File: config.mk
export PLATFORM = sky130hd
export DESIGN_NAME = iter_math_sequencer_flat
export DESIGN_NICKNAME = d
export VERILOG_FILES = /design/src/rtl/iter_math_sequencer_pkg.sv /design/src/rtl/iter_math_sequencer_if.sv /design/src/rtl/iter_math_sequencer_mul_step.sv /design/src/rtl/iter_math_sequencer.sv /design/src/flat_wrapper.sv
export SDC_FILE = /design/constraint.sdc
export NUM_CORES = 1
export LEC_CHECK = 0
export CORE_MARGIN = 2
export CORE_UTILIZATION = 40
export CTS_CLUSTER_SIZE = 12
export DETAILED_ROUTE_END_ITERATION = 10
export SYNTH_ARGS = -nofsm -noshare
export SYNTH_HDL_FRONTEND = slang
export SYNTH_SLANG_ARGS = --single-unit
File: constraint.sdc
create_clock -name clk -period 6.54 [get_ports clk]
set_input_delay 0.981 -clock clk [delete_from_list [all_inputs] [get_ports clk]]
set_output_delay 0.981 -clock clk [all_outputs]
set_load 0.03 [all_outputs]
File: src/rtl/iter_math_sequencer_pkg.sv
// iter_math_sequencer_pkg: shared state encoding, opcode values and default width
package iter_math_sequencer_pkg;
    localparam int W_DEF = 16;
    localparam logic OP_POWER = 1'b0;
    localparam logic OP_FACT = 1'b1;
    typedef enum logic [1:0] {IDLE, RUN, DONE} state_t;
endpackage

File: src/rtl/iter_math_sequencer_if.sv
// iter_math_sequencer_if: request/response bundle between processor and sequencer
interface iter_math_sequencer_if import iter_math_sequencer_pkg::*; #(parameter int W = W_DEF);
    logic start, op, abort, busy, stall, done, overflow;
    logic [W-1:0] base, n, result;
    modport master(output start, op, base, n, abort, input busy, stall, done, result, overflow);
    modport slave(input start, op, base, n, abort, output busy, stall, done, result, overflow);
endinterface

File: src/rtl/iter_math_sequencer_mul_step.sv
// mul_step: W x W multiply giving the low word and a flag for a nonzero high word
module mul_step #(parameter int W = 16) (
    input  logic [W-1:0] a,
    input  logic [W-1:0] b,
    output logic [W-1:0] lo,
    output logic         ovf
);
    logic [2*W-1:0] p;
    assign p = a * b;
    assign lo = p[W-1:0];
    assign ovf = |p[2*W-1:W];
endmodule

File: src/rtl/iter_math_sequencer.sv
// iter_math_sequencer: multicycle power/factorial sequencer around one shared multiplier
module iter_math_sequencer import iter_math_sequencer_pkg::*; #(parameter int W = W_DEF) (
    input logic clk,
    input logic rst,
    iter_math_sequencer_if.slave bus
);
    state_t state, state_next;
    logic op_q, ovf, last, accept;
    logic [W-1:0] base_q, acc, cnt, lo, result, b_sel;
    logic overflow;
    assign last = cnt == W'(1);
    assign accept = state == IDLE && bus.start;
    assign b_sel = op_q == OP_FACT ? cnt : base_q;
    mul_step #(.W(W)) u_mul (.a(acc), .b(b_sel), .lo(lo), .ovf(ovf));
    always_comb begin
        state_next = state;
        state_next = state == IDLE ? (bus.start ? (bus.n == '0 ? DONE : RUN) : IDLE) :
                     state == RUN  ? (bus.abort ? IDLE : (last ? DONE : RUN)) : IDLE;
    end
    always_ff @(posedge clk or posedge rst)
        if (rst) state <= IDLE;
        else state <= state_next;
    // abort leaves result/overflow untouched and outranks completion on the same edge
    always_ff @(posedge clk or posedge rst) begin
        if (rst) begin
            op_q <= 1'b0;
            base_q <= '0;
            acc <= '0;
            cnt <= '0;
            result <= '0;
            overflow <= 1'b0;
        end else if (accept) begin
            op_q <= bus.op;
            base_q <= bus.base;
            acc <= W'(1);
            cnt <= bus.n;
            overflow <= 1'b0;
            if (bus.n == '0) result <= W'(1);
        end else if (state == RUN && !bus.abort) begin
            acc <= lo;
            cnt <= last ? cnt : cnt - 1'b1;
            overflow <= overflow | ovf;
            if (last) result <= lo;
        end
    end
    assign bus.busy = state == RUN;
    assign bus.done = state == DONE;
    assign bus.stall = state == RUN || accept;
    assign bus.result = result;
    assign bus.overflow = overflow;
endmodule

File: src/flat_wrapper.sv
// flat-port wrapper written by rule: the top's interface ports become plain ports
module iter_math_sequencer_flat import iter_math_sequencer_pkg::*;
#(parameter int W = W_DEF)
  (clk, rst, bus_start, bus_op, bus_base, bus_n, bus_abort, bus_busy, bus_stall, bus_done, bus_result, bus_overflow);
  iter_math_sequencer_if #(.W(W)) bus_i ();
  input logic clk;
  input logic rst;
  input wire logic [$bits(bus_i.start)-1:0] bus_start;
  input wire logic [$bits(bus_i.op)-1:0] bus_op;
  input wire logic [$bits(bus_i.base)-1:0] bus_base;
  input wire logic [$bits(bus_i.n)-1:0] bus_n;
  input wire logic [$bits(bus_i.abort)-1:0] bus_abort;
  output wire logic [$bits(bus_i.busy)-1:0] bus_busy;
  output wire logic [$bits(bus_i.stall)-1:0] bus_stall;
  output wire logic [$bits(bus_i.done)-1:0] bus_done;
  output wire logic [$bits(bus_i.result)-1:0] bus_result;
  output wire logic [$bits(bus_i.overflow)-1:0] bus_overflow;
  assign bus_i.start = bus_start;
  assign bus_i.op = bus_op;
  assign bus_i.base = bus_base;
  assign bus_i.n = bus_n;
  assign bus_i.abort = bus_abort;
  assign bus_busy = bus_i.busy;
  assign bus_stall = bus_i.stall;
  assign bus_done = bus_i.done;
  assign bus_result = bus_i.result;
  assign bus_overflow = bus_i.overflow;
  iter_math_sequencer #(.W(W)) u_core (.clk(clk), .rst(rst), .bus(bus_i));
endmodule
Word-level counts from Yosys, hierarchy flattened --
Cells that the tools add are included.
Cells by class: add/subtract/negate cells 1, multiply operators 1, divide/modulo/power cells 0, $lt $le $gt $ge 0, eq/ne operators 5, shift-type cells 0, multiplexer cells 18, bitwise operators 1, reduce and logical (&&, ||, !) cells 11
Operators by type and width (number):
- $mux 16 | 10
- $mul 16x16->32 | 1
- $eq 16x1->1 const B | 1
- $logic_not 16->1 | 1
- $reduce_or 16->1 | 1
- $sub 16x1->16 const B | 1
- $mux 2 | 6
- $ne 2x2->1 const B | 2
- $reduce_bool 2->1 | 2
- $reduce_and 3->1 | 1
- $eq 2x1->1 const B | 1
- $eq 2x2->1 const B | 1
- $logic_and 1x1->1 | 2
- $logic_not 2->1 | 1
- $mux 1 | 2
- $reduce_and 2->1 | 1
- $logic_not 1->1 | 1
- $logic_or 1x1->1 | 1
- $or 1x1->1 | 1
Word-level totals: flip-flop bits (word level) 68, bits in latches 0, RAM bits 0, ROM bits 0, memories kept 0

Longest topological paths before layout --
Gate-level depths: netlist of run 1.
depth after elaboration 6, depth in mapped cells 27, mapped depth without buffers 24

By module --
From an unflattened synthesis of run 1, not the netlist that was laid out.
Unflattened totals: cells, all modules 1315, area, all modules 11843.9 µm²
By module, submodules not included:
- mul_step | times used 1, cells each 975, area each 8552.0 µm²
- iter_math_sequencer | times used 1, cells each 340, area each 3291.9 µm²

Least setup slack after synthesis of run 1 --
OpenSTA, ideal clock, no wires.
path type register -> register, start register u_core.op_q, end register u_core.overflow, in the netlist u_core.bus.overflow, setup time 0.142 ns, arrival time 6.412 ns, data required time 6.398 ns, path slack -0.013 ns, cell stages (with the launch flop) 26, buffers on the path 3, period minus slack after synthesis 6.553 ns, path through dfrtp_1 clkbuf_1 buf_2 mux2_2 clkbuf_1 and2_1 fa_1 inv_1 fa_1 inv_1 fa_1 fa_1 fa_1 inv_1 fa_1 inv_1 ha_1 a21o_2 a31oi_1 o21ai_1 a21o_1 a21oi_1 mux2i_1 nand2_1 nor4_1 a41oi_2
Between the ends: cells in the longest elaborated chain, start to end 6
RTL lines:
- start: declaration | line iter_math_sequencer.sv:8 | logic op_q, ovf, last, accept;
- start signal: assignment | line iter_math_sequencer.sv:33 | op_q <= bus.op;
- $mux 16 | line iter_math_sequencer.sv:13 | assign b_sel = op_q == OP_FACT ? cnt : base_q;
- $mul 16x16->32 | line iter_math_sequencer_mul_step.sv:9 | assign p = a * b;
- $reduce_or 16->1 | line iter_math_sequencer_mul_step.sv:11 | assign ovf = |p[2*W-1:W];
- $or 1x1->1 | line iter_math_sequencer.sv:42 | overflow <= overflow | ovf;
- $mux 1 | line iter_math_sequencer.sv:39 | end else if (state == RUN && !bus.abort) begin
- $mux 1 | line iter_math_sequencer.sv:32 | end else if (accept) begin
- end signal: assignment | line iter_math_sequencer.sv:42
- end: declaration | line iter_math_sequencer.sv:10 | logic overflow;
Every way passes these cells. The select of a mux whose other input is x is not followed. A chain may end at the register's enable or synchronous reset.

Worst setup path in the final report of run 1 --
Ends and elaborated chain as after synthesis.

==> results of run 1 <==
[layout make-up]
type | instances | area share (%)
Multi-Input combinational cell | 994 | 68.5
Sequential cell | 68 | 12.4
Timing Repair Buffer | 105 | 7.06
Clock inverter | 7 | 0.585
Clock buffer | 9 | 1.65
Tap cell | 390 | 3.56
Inverter | 225 | 6.17
[stage by stage]
stage                     setup TNS, ns  worst slack (ns)  instance area (sq um)
final                                 0             0.183                  13700
after global routing            -0.0112           -0.0112                  13700
after CTS                             0            0.0204                  13400
after detailed placement              0            0.0732                  13100
after floorplan                       0             0.110                  11900
after global placement                0             0.147                  13100
[how the worst max path moves through the flow]
stage / to / startpoint
floorplan: u_core.bus.overflow$_DFFE_PP0P_ / u_core.op_q$_DFFE_PP0P_
global placement: u_core.bus.overflow$_DFFE_PP0P_ / u_core.op_q$_DFFE_PP0P_
detailed placement: u_core.bus.overflow$_DFFE_PP0P_ / u_core.op_q$_DFFE_PP0P_
CTS: u_core.bus.overflow$_DFFE_PP0P_ / u_core.op_q$_DFFE_PP0P_
global route: u_core.bus.overflow$_DFFE_PP0P_ / u_core.op_q$_DFFE_PP0P_
finish: u_core.bus.overflow$_DFFE_PP0P_ / u_core.op_q$_DFFE_PP0P_
[critical path: cells and delay by family, from the launching register on]
kind                     cells  cell delay (ns)
AO/OA/AOI/OAI                6             0.98
adder cells (fa/ha/maj)      7             3.33
buffers and inverters        4             0.43
flip-flops                   1             0.46
multiplexers                 1             0.41
AND/OR/NAND/NOR              4             0.58
[routing by layer]
layer  GRT usage [%]  wire length, um  up-vias
li1                -                -     4315
met1            29.1            14600     4705
met2            35.1            15300      236
met4            5.89              653        0
met3            2.41             1550       45
met5               0                0        -
[flip-flops by register name, indices dropped and copies added, names as in the netlist]
signal               flops
u_core.acc              16
u_core.bus.overflow      1
u_core.cnt              16
u_core.op_q              1
u_core.state             2
u_core.base_q           16
u_core.bus.result       16
[what timing repair did]
action,4_1_cts,5_1_grt
setup endpoints to repair,0,1
endpoints found under the hold margin,0,0
setup buffers,0,4
gates resized for setup,0,53
[cell usage in the layout, fill, tap and decap left out, drive strengths merged, types with 9 or more instances in the layout]
cell             n
xnor2           18
mux2            21
and2           133
clkdlybuf4s50   56
inv            229
o21ai           38
nor3            13
nand3           19
clkbuf          10
xor2             9
nor4            11
a21oi           51
a21o            12
ha             106
dfrtp           68
buf             48
nand2          263
fa             194
nor2            25
[kinds of logic after synthesis]
group / Yosys count / synth area share, %
AND/OR/NAND/NOR: 497 / 20.4
buffers and inverters: 287 / 9.35
AO/OA/AOI/OAI: 147 / 8.54
adder cells (fa/ha/maj): 300 / 43.6
flip-flops: 68 / 14.2
XOR/XNOR: 27 / 1.98
multiplexers: 20 / 1.86
==> flow_metrics.env, run 1 <==
export IMPL_post_cts_hold_buffer_count=0
export IMPL_slew_violations=0
export IMPL_hold_class="register to register"
export IMPL_multiInputGateArea_sq_um=9380
export IMPL_gp_congestion=0.888
export IMPL_clock_path_buffers=2
export IMPL_reg2reg_depth=22
export IMPL_synth_top_area_share_pct=32.5
export IMPL_placement_rows=63
export IMPL_initial_core_util_pct=40.5
export IMPL_fin_nets=1740
export IMPL_syn_num_nets=1683
export IMPL_vias_in_the_first_global_route=9851
export IMPL_finClkSkew_ns=0.0117
export IMPL_design_core_area_sq_um=29500
export IMPL_drt_first_pass_iters=5
export IMPL_diodes=0
export IMPL_vias=9301
export IMPL_initial_drt_markers=550
export IMPL_layout_area_overhead_vs_synth_pct=14.6
export IMPL_post_synth_instance_area_sq_um=11900
export IMPL_setup_worst_path_class="register to register"
export IMPL_viasPerCell=5.17
export IMPL_layout_area_seq_sq_um=1700
export IMPL_hpwlAfterDp_mm=25.3
export IMPL_final_hold_viol_count=0
export IMPL_r2r_slack_ns=0.18
export IMPL_drc=0
export IMPL_route_final_wire_length_mm=32.1
export IMPL_die_area_sq_um=31300
export IMPL_ys_async_sr_fraction_pct=100
export IMPL_wl_per_cell_um=17.9
export IMPL_postSynthAreaPerCell_sq_um=8.87
export IMPL_yosys_cell_types_count=73
export IMPL_final_cell_count_no_fill=1798
export IMPL_hold_ws_ns=0.470
export IMPL_critical_path_required_ns=6.74
export IMPL_crit_reg2reg_launch="u_core.op_q$_DFFE_PP0P_"
export IMPL_grt_remaining_overflow=0
export IMPL_slowest_delay_ns=0.60
export IMPL_worstPathCellList="buf_12 > mux2_4 > and2_1 > fa_1 > inv_1 > fa_1 > fa_1 > fa_1 > fa_1 > fa_1 > inv_1 > ha_1 > buf_4 > and2_1 > nand3_1 > nor3_1 > a21o_1 > a21o_1 > a21oi_2 > o211ai_2 > a2bb2oi_2 > a41oi_2"
export IMPL_ys_ff_latch=68
export IMPL_yosys_warnings=0
export IMPL_port_buffers=56
export IMPL_synth_edff_count=0
export IMPL_timing_slew_headroom_pct=41.6
export IMPL_clkSlewWorstSetupHoldPaths_ns=0.06
export IMPL_endpoint_kind="register"
export IMPL_worst_r2r_endpoint="u_core.bus.overflow$_DFFE_PP0P_"
export IMPL_tritoncts_num_sinks=68
export IMPL_tritoncts="yes"
export IMPL_io_pin_count=57
export IMPL_status="finished, final reports clean"
export IMPL_worstPathArrival_ns=6.56
export IMPL_groute_usage_overall_pct=21.1
export IMPL_drv_max_cap_violation_count=0
export IMPL_max_freq_mhz=157
export IMPL_synth_largest_area_cell="sky130_fd_sc_hd__fa_1"
export IMPL_grt_first_pass_wirelength_mm=51.7
export IMPL_clock_insertion_delay_worst_skew_ns=0.34
export IMPL_startpoint_type="register"
export IMPL_cts_inserted_buffers=9
export IMPL_fillerInstances=2873
export IMPL_timing_final_setup_violations=0
export IMPL_yosys_top_cells_count="259 x sky130_fd_sc_hd__nand2_1, 225 x sky130_fd_sc_hd__inv_1, 194 x sky130_fd_sc_hd__fa_1"
export IMPL_antenna_found_initial=0
export IMPL_fin_crit_sh_pct=97.2
export IMPL_die_h_um=177
export IMPL_htree_num_levels=3
export IMPL_post_route_cells_drive_above_1_share_pct=11.3
export IMPL_timing_hold_worst_path_depth=2
export IMPL_dieWidth_um=177
export IMPL_synth_area_leaders="sky130_fd_sc_hd__fa_1 33%, sky130_fd_sc_hd__dfrtp_1 14%, sky130_fd_sc_hd__ha_1 11%"
export IMPL_cp_max_fo=16
export IMPL_placed_cells_incl_taps=1774
export IMPL_critical_path_slowest_cell="sky130_fd_sc_hd__fa_1"
export IMPL_min_from="u_core.base_q[15]$_DFFE_PP0P_"
export IMPL_fin_crit_ns=6.36
export IMPL_most_frequent_cell_after_synthesis="sky130_fd_sc_hd__nand2_1"
export IMPL_clk_root_buffer_cell="sky130_fd_sc_hd__clkbuf_16"
export IMPL_postRouteAntennaNets=0
export IMPL_grt_start_max_net_pins=69
export IMPL_timing_hold_worst_endpoint="u_core.base_q[15]$_DFFE_PP0P_"
export IMPL_synth_ff_type="sky130_fd_sc_hd__dfrtp_1"
export IMPL_max_slew_worst_pin_slew_ns=0.875
export IMPL_synth_seq_area_share_pct=14.2
export IMPL_most_used_cell_cp="sky130_fd_sc_hd__fa_1"
export IMPL_fin_util_pct=46.4
export IMPL_post_synthesis_cell_count=1346
Power of run 1 is left out: the tool's default activity adds up to more than one toggle a clock period on the data nets, which glitch-free logic cannot reach.
==> inputs of run 2 (changes only) <==
Settings changed: CORE_MARGIN 2 to 5, DONT_BUFFER_PORTS set to 1.
==> flow_metrics.env, run 2 (synthesized netlist as in run 1, its figures left out) <==
export IMPL_initial_drt_markers=484
export IMPL_gp_congestion=0.944
export IMPL_fin_crit_ns=6.41
export IMPL_finClkSkew_ns=0.00764
export IMPL_clock_insertion_delay_worst_skew_ns=0.34
export IMPL_critical_path_required_ns=6.74
export IMPL_fin_crit_sh_pct=98.1
export IMPL_groute_usage_overall_pct=19.0
export IMPL_diodes=0
export IMPL_max_slew_worst_pin_slew_ns=0.942
export IMPL_clock_path_buffers=2
export IMPL_port_buffers=0
export IMPL_die_h_um=183
export IMPL_critical_path_slowest_cell="sky130_fd_sc_hd__fa_1"
export IMPL_clkSlewWorstSetupHoldPaths_ns=0.06
export IMPL_fin_util_pct=44.4
export IMPL_fin_tns_setup_ns=0
export IMPL_postRouteAntennaNets=0
export IMPL_startpoint_type="register"
export IMPL_most_used_cell_cp="sky130_fd_sc_hd__fa_1"
export IMPL_initial_core_util_pct=40.4
export IMPL_die_area_sq_um=33400
export IMPL_vias_in_the_first_global_route=9413
export IMPL_slew_violations=0
export IMPL_cts_inserted_buffers=9
export IMPL_multiInputGateArea_sq_um=9360
export IMPL_layout_commonest_cell="sky130_fd_sc_hd__nand2_1"
export IMPL_endpoint_kind="register"
export IMPL_grt_remaining_overflow=0
export IMPL_drv_max_cap_violation_count=0
export IMPL_max_freq_mhz=156
export IMPL_layout_cells_most_common_list="258 x sky130_fd_sc_hd__nand2_1, 224 x sky130_fd_sc_hd__inv_1, 194 x sky130_fd_sc_hd__fa_1, 132 x sky130_fd_sc_hd__and2_1, 100 x sky130_fd_sc_hd__ha_1"
export IMPL_slowest_delay_ns=0.57
export IMPL_drc=0
export IMPL_post_cts_hold_buffer_count=0
export IMPL_clk_root_buffer_cell="sky130_fd_sc_hd__clkbuf_16"
export IMPL_wl_per_cell_um=18.0
export IMPL_cp_max_fo=15
export IMPL_timing_final_setup_violations=0
export IMPL_htree_num_levels=3
export IMPL_timing_slew_headroom_pct=37.2
export IMPL_vias=9054
export IMPL_hpwlAfterDp_mm=24.8
export IMPL_design_core_area_sq_um=29600
export IMPL_status="finished, final reports clean"
export IMPL_worstPathArrival_ns=6.61
export IMPL_grt_start_max_net_pins=69
export IMPL_io_pin_count=57
export IMPL_viasPerCell=5.18
export IMPL_final_hold_viol_count=0
export IMPL_setup_worst_path_class="register to register"
export IMPL_grt_first_pass_wirelength_mm=51.3
export IMPL_layout_area_seq_sq_um=1700
export IMPL_worstPathCellList="buf_12 > buf_4 > mux2_4 > and2_1 > fa_1 > inv_1 > fa_1 > fa_1 > fa_1 > fa_1 > fa_1 > inv_1 > ha_1 > buf_4 > nand2_1 > nand2_1 > and2_1 > a211o_1 > buf_4 > nand2_1 > nor3_1 > nor4_2 > a41oi_2"
export IMPL_drt_first_pass_iters=5
export IMPL_antenna_found_initial=0
export IMPL_placement_rows=63
export IMPL_dieWidth_um=183
export IMPL_fillerInstances=2919
export IMPL_tritoncts_num_sinks=68
export IMPL_fin_nets=1689
export IMPL_route_final_wire_length_mm=31.4
export IMPL_post_route_cells_drive_above_1_share_pct=11.0
export IMPL_hold_class="register to register"
export IMPL_tritoncts="yes"
export IMPL_layout_area_overhead_vs_synth_pct=9.99
run 2: repair_timing:
action | CTS | global route
endpoints found under the setup margin | 0 | 2
resized for setup | 0 | 36
buffers inserted | 0 | 9
run 2: layout make-up:
cell class,instances,area share (%)
Multi-Input combinational cell,994,71.3
Clock buffer,11,1.92
Timing Repair Buffer,54,3.28
Clock inverter,5,0.448
Tap cell,390,3.71
Sequential cell,68,13.0
Inverter,225,6.43
run 2: final timing paths:
kind / from / end / slack [ns] / cells after the start
min in group asynchronous: rst / u_core.cnt[2]$_DFFE_PP0P_ / 0.77 / 2
hold / removal: u_core.base_q[12]$_DFFE_PP0P_ / u_core.base_q[12]$_DFFE_PP0P_ / 0.48 / 2
hold reg to reg: u_core.base_q[12]$_DFFE_PP0P_ / u_core.base_q[12]$_DFFE_PP0P_ / 0.48 / 2
setup / recovery: u_core.op_q$_DFFE_PP0P_ / u_core.bus.overflow$_DFFE_PP0P_ / 0.13 / 23
max in group asynchronous: rst / u_core.acc[2]$_DFFE_PP0P_ / 5.18 / 2
setup reg to reg: u_core.op_q$_DFFE_PP0P_ / u_core.bus.overflow$_DFFE_PP0P_ / 0.13 / 23
run 2: critical path: cells and delay by family (launching register included):
kind	cells	cell delay [ns]
compound gates	2	0.47
buf+inv	6	0.76
simple gates	7	0.96
fa+ha+maj	7	3.33
mux	1	0.37
flops	1	0.41
run 2: per-layer routing:
metal	global-route usage [%]	up-vias	share of wire [%]
met2	30.6	228	47
li1	-	4213	-
met3	2.99	38	6.0
met1	27.5	4575	46
met4	3.72	0	1.5
met5	0	-	0
run 2: metrics by stage:
| stage | cell area [sq um] | std cells | worst slack (ns) | hold slack (ns) |
|---|---|---|---|---|
| 2_1_floorplan | 11900 | 1346 | 0.110 | 0.442 |
| 3_3_place_gp | 12500 | 1719 | 0.125 | 0.456 |
| 3_5_place_dp | 12500 | 1719 | 0.0763 | 0.465 |
| 4_1_cts | 12800 | 1735 | 0.0351 | 0.480 |
| 5_1_grt | 13100 | 1747 | -0.0343 | 0.503 |
| 6_report | 13100 | 1747 | 0.127 | 0.480 |
Power of run 2 is left out for the same reason.
==> RTL edit (config.mk and constraints of run 2) <==
Make the reset (`rst`) synchronous in 2 clocked blocks.
--- a/src/rtl/iter_math_sequencer.sv
+++ b/src/rtl/iter_math_sequencer.sv
@@ -19,3 +19,3 @@
     end
-    always_ff @(posedge clk or posedge rst)
+    always_ff @(posedge clk)
         if (rst) state <= IDLE;
@@ -23,3 +23,3 @@
     // abort leaves result/overflow untouched and outranks completion on the same edge
-    always_ff @(posedge clk or posedge rst) begin
+    always_ff @(posedge clk) begin
         if (rst) begin
Behaviour: not the same (Yosys sat finds a counterexample within 4 cycles, from zero or initial values and one cycle with rst high; the reset may be asserted at any time).
==> RTL edit against run 2 <==
The flow now finishes with violations (setup timing); area after synthesis fell by 4.0%; routed wire length decreased by 1.4%; worst setup slack got worse by 0.19 ns; sequential cell count unchanged; first-iteration DRC count grew 11%; die area shrank 3.8%; global-route usage up 1.4 points; cell area is 1.0% higher; critical path type unchanged; critical endpoint is now u_core.bus.overflow; largest cell class unchanged.
Power is left out: it rests on default switching activity, and per cell area and clock period it moved more than threefold.
==> RTL edit: results (changes against run 2) <==
metric,value,unit,change
largest net degree at the start of global routing,54,,was 69
setup TNS,-0.0631,ns,was 0 ns
Fin Clk Skew,0.0114,ns,was 0.00764 ns
1st-iter DRT viols,536,,was 484
inverter count,204,,was 225
Post-Syn Nets,1677,,was 1683
M3 GR Usage,0.0388,,was 0.0299
fraction of area in multi-input gates,0.693,,was 0.713
CP Launch Point,u_core.op_q,,unchanged
Final nets,1769,,was 1689
vias in the first global route,9654,,was 9413
WL met3,2.04,mm,was 1.88 mm
adder-cell share of the synthesized area,0.454,,was 0.436
post-route cell area,13300,µm²,was 13100 µm²
Worst Setup EP,u_core.bus.overflow,,unchanged
Hold Slack,0.448,ns,was 0.480 ns
non-clock buffer count,147,,was 54
synth unique cells,62,,was 73
hold endpoint,u_core.base_q[0],,was u_core.base_q[12]
most common library cells after synthesis,"nand2_1 (220), inv_1 (204), fa_1 (194)",,"was nand2_1 (259), inv_1 (225), fa_1 (194)"
status,"complete, but fails checks",,was finished clean
WL/cell,17.0,µm,was 18.0 µm
Worst path slowest cell,fa_1,,unchanged
worst skew pair latency,0.33,ns,
GPL Wtd Cong,0.920,,was 0.944
I/O Buffers,0,,unchanged
R2R depth,22,,was 23
Final WS setup,-0.0631,ns,was 0.127 ns
DP Wirelength,26.2,mm,was 24.8 mm
All-Layer GR Usage,0.204,,was 0.190
Filler Cells Inserted,2783,,was 2919
layout cell share with drive strength beyond 1,0.141,,was 0.110
"top cells by area, synth","fa_1 (34%), dfxtp_1 (12%), ha_1 (12%), nand2_1 (7.2%), and2_1 (6.8%)",,"was fa_1 (33%), dfrtp_1 (14%), ha_1 (11%), nand2_1 (8.1%), inv_1 (7.1%)"
Rel. slew slack,0.473,,was 0.372
Multi-Input Combinational,1002,,was 994
met2 usage,0.325,,was 0.306
Max stage delay on crit path,0.54,ns,was 0.57 ns
clk_buf instances,9,,was 11
Taps Inserted,384,,was 390
xor/xnor cell area share of the yosys netlist,0.0138,,was 0.0198
min-delay worst type,reg2reg,,unchanged
Register Area,1370,µm²,was 1700 µm²
post-synthesis mux area share,0.0192,,was 0.0186
post-synthesis compound-gate area fraction,0.101,,was 0.0854
clk cell area share,0.0201,,was 0.0237
failing checks,setup timing,,
final wirelength,31.0,mm,was 31.4 mm
met2 WL post-DR,14.2,mm,was 14.7 mm
fraction of registers with async set/reset,0,,was 1.00
vias after detailed routing,9376,,was 9054
cells after synthesis,1340,,was 1346
Hold Path Origin,u_core.base_q[0],,was u_core.base_q[12]
Layout non-clock buf frac,0.0898,,was 0.0328
final setup fails,1,,was 0
first-pass GRT wire length,51.9,mm,was 51.3 mm
pre-CTS setup slack,-0.224,ns,was 0.0763 ns
Critical Path Fanout Max,7,,was 15
met1 usage,0.296,,was 0.275
## RTL edit: cell types whose count changed after synthesis, sizes merged, moves of 12 or more
cell    change
dfrtp      -68
dfxtp      +68
nand2      -41
nor2       +38
a21oi      +27
inv        -21
a22oi      +15
clkbuf     +12
## RTL edit: worst reg2reg max path, stage by stage, from the launching register on
cell	delay, ns
dfxtp_4	0.39
mux2_4	0.35
buf_4	0.18
and2_1	0.17
fa_1	0.53
inv_1	0.04
fa_1	0.51
fa_2	0.46
fa_1	0.54
inv_1	0.05
fa_1	0.49
fa_1	0.48
ha_1	0.40
o21a_1	0.15
buf_4	0.13
a211oi_1	0.29
o32ai_1	0.18
o21bai_2	0.25
nor4_4	0.23
o2111a_1	0.23
nor4b_2	0.19
and4b_1	0.22
a21oi_1	0.06
## RTL edit: repair_timing
item / CTS / global route
gates cloned: 0 / 0
setup endpoints to repair: 1 / 1
resized for setup: 17 / 11
pin swaps: 6 / 11
buffers inserted: 2 / 4
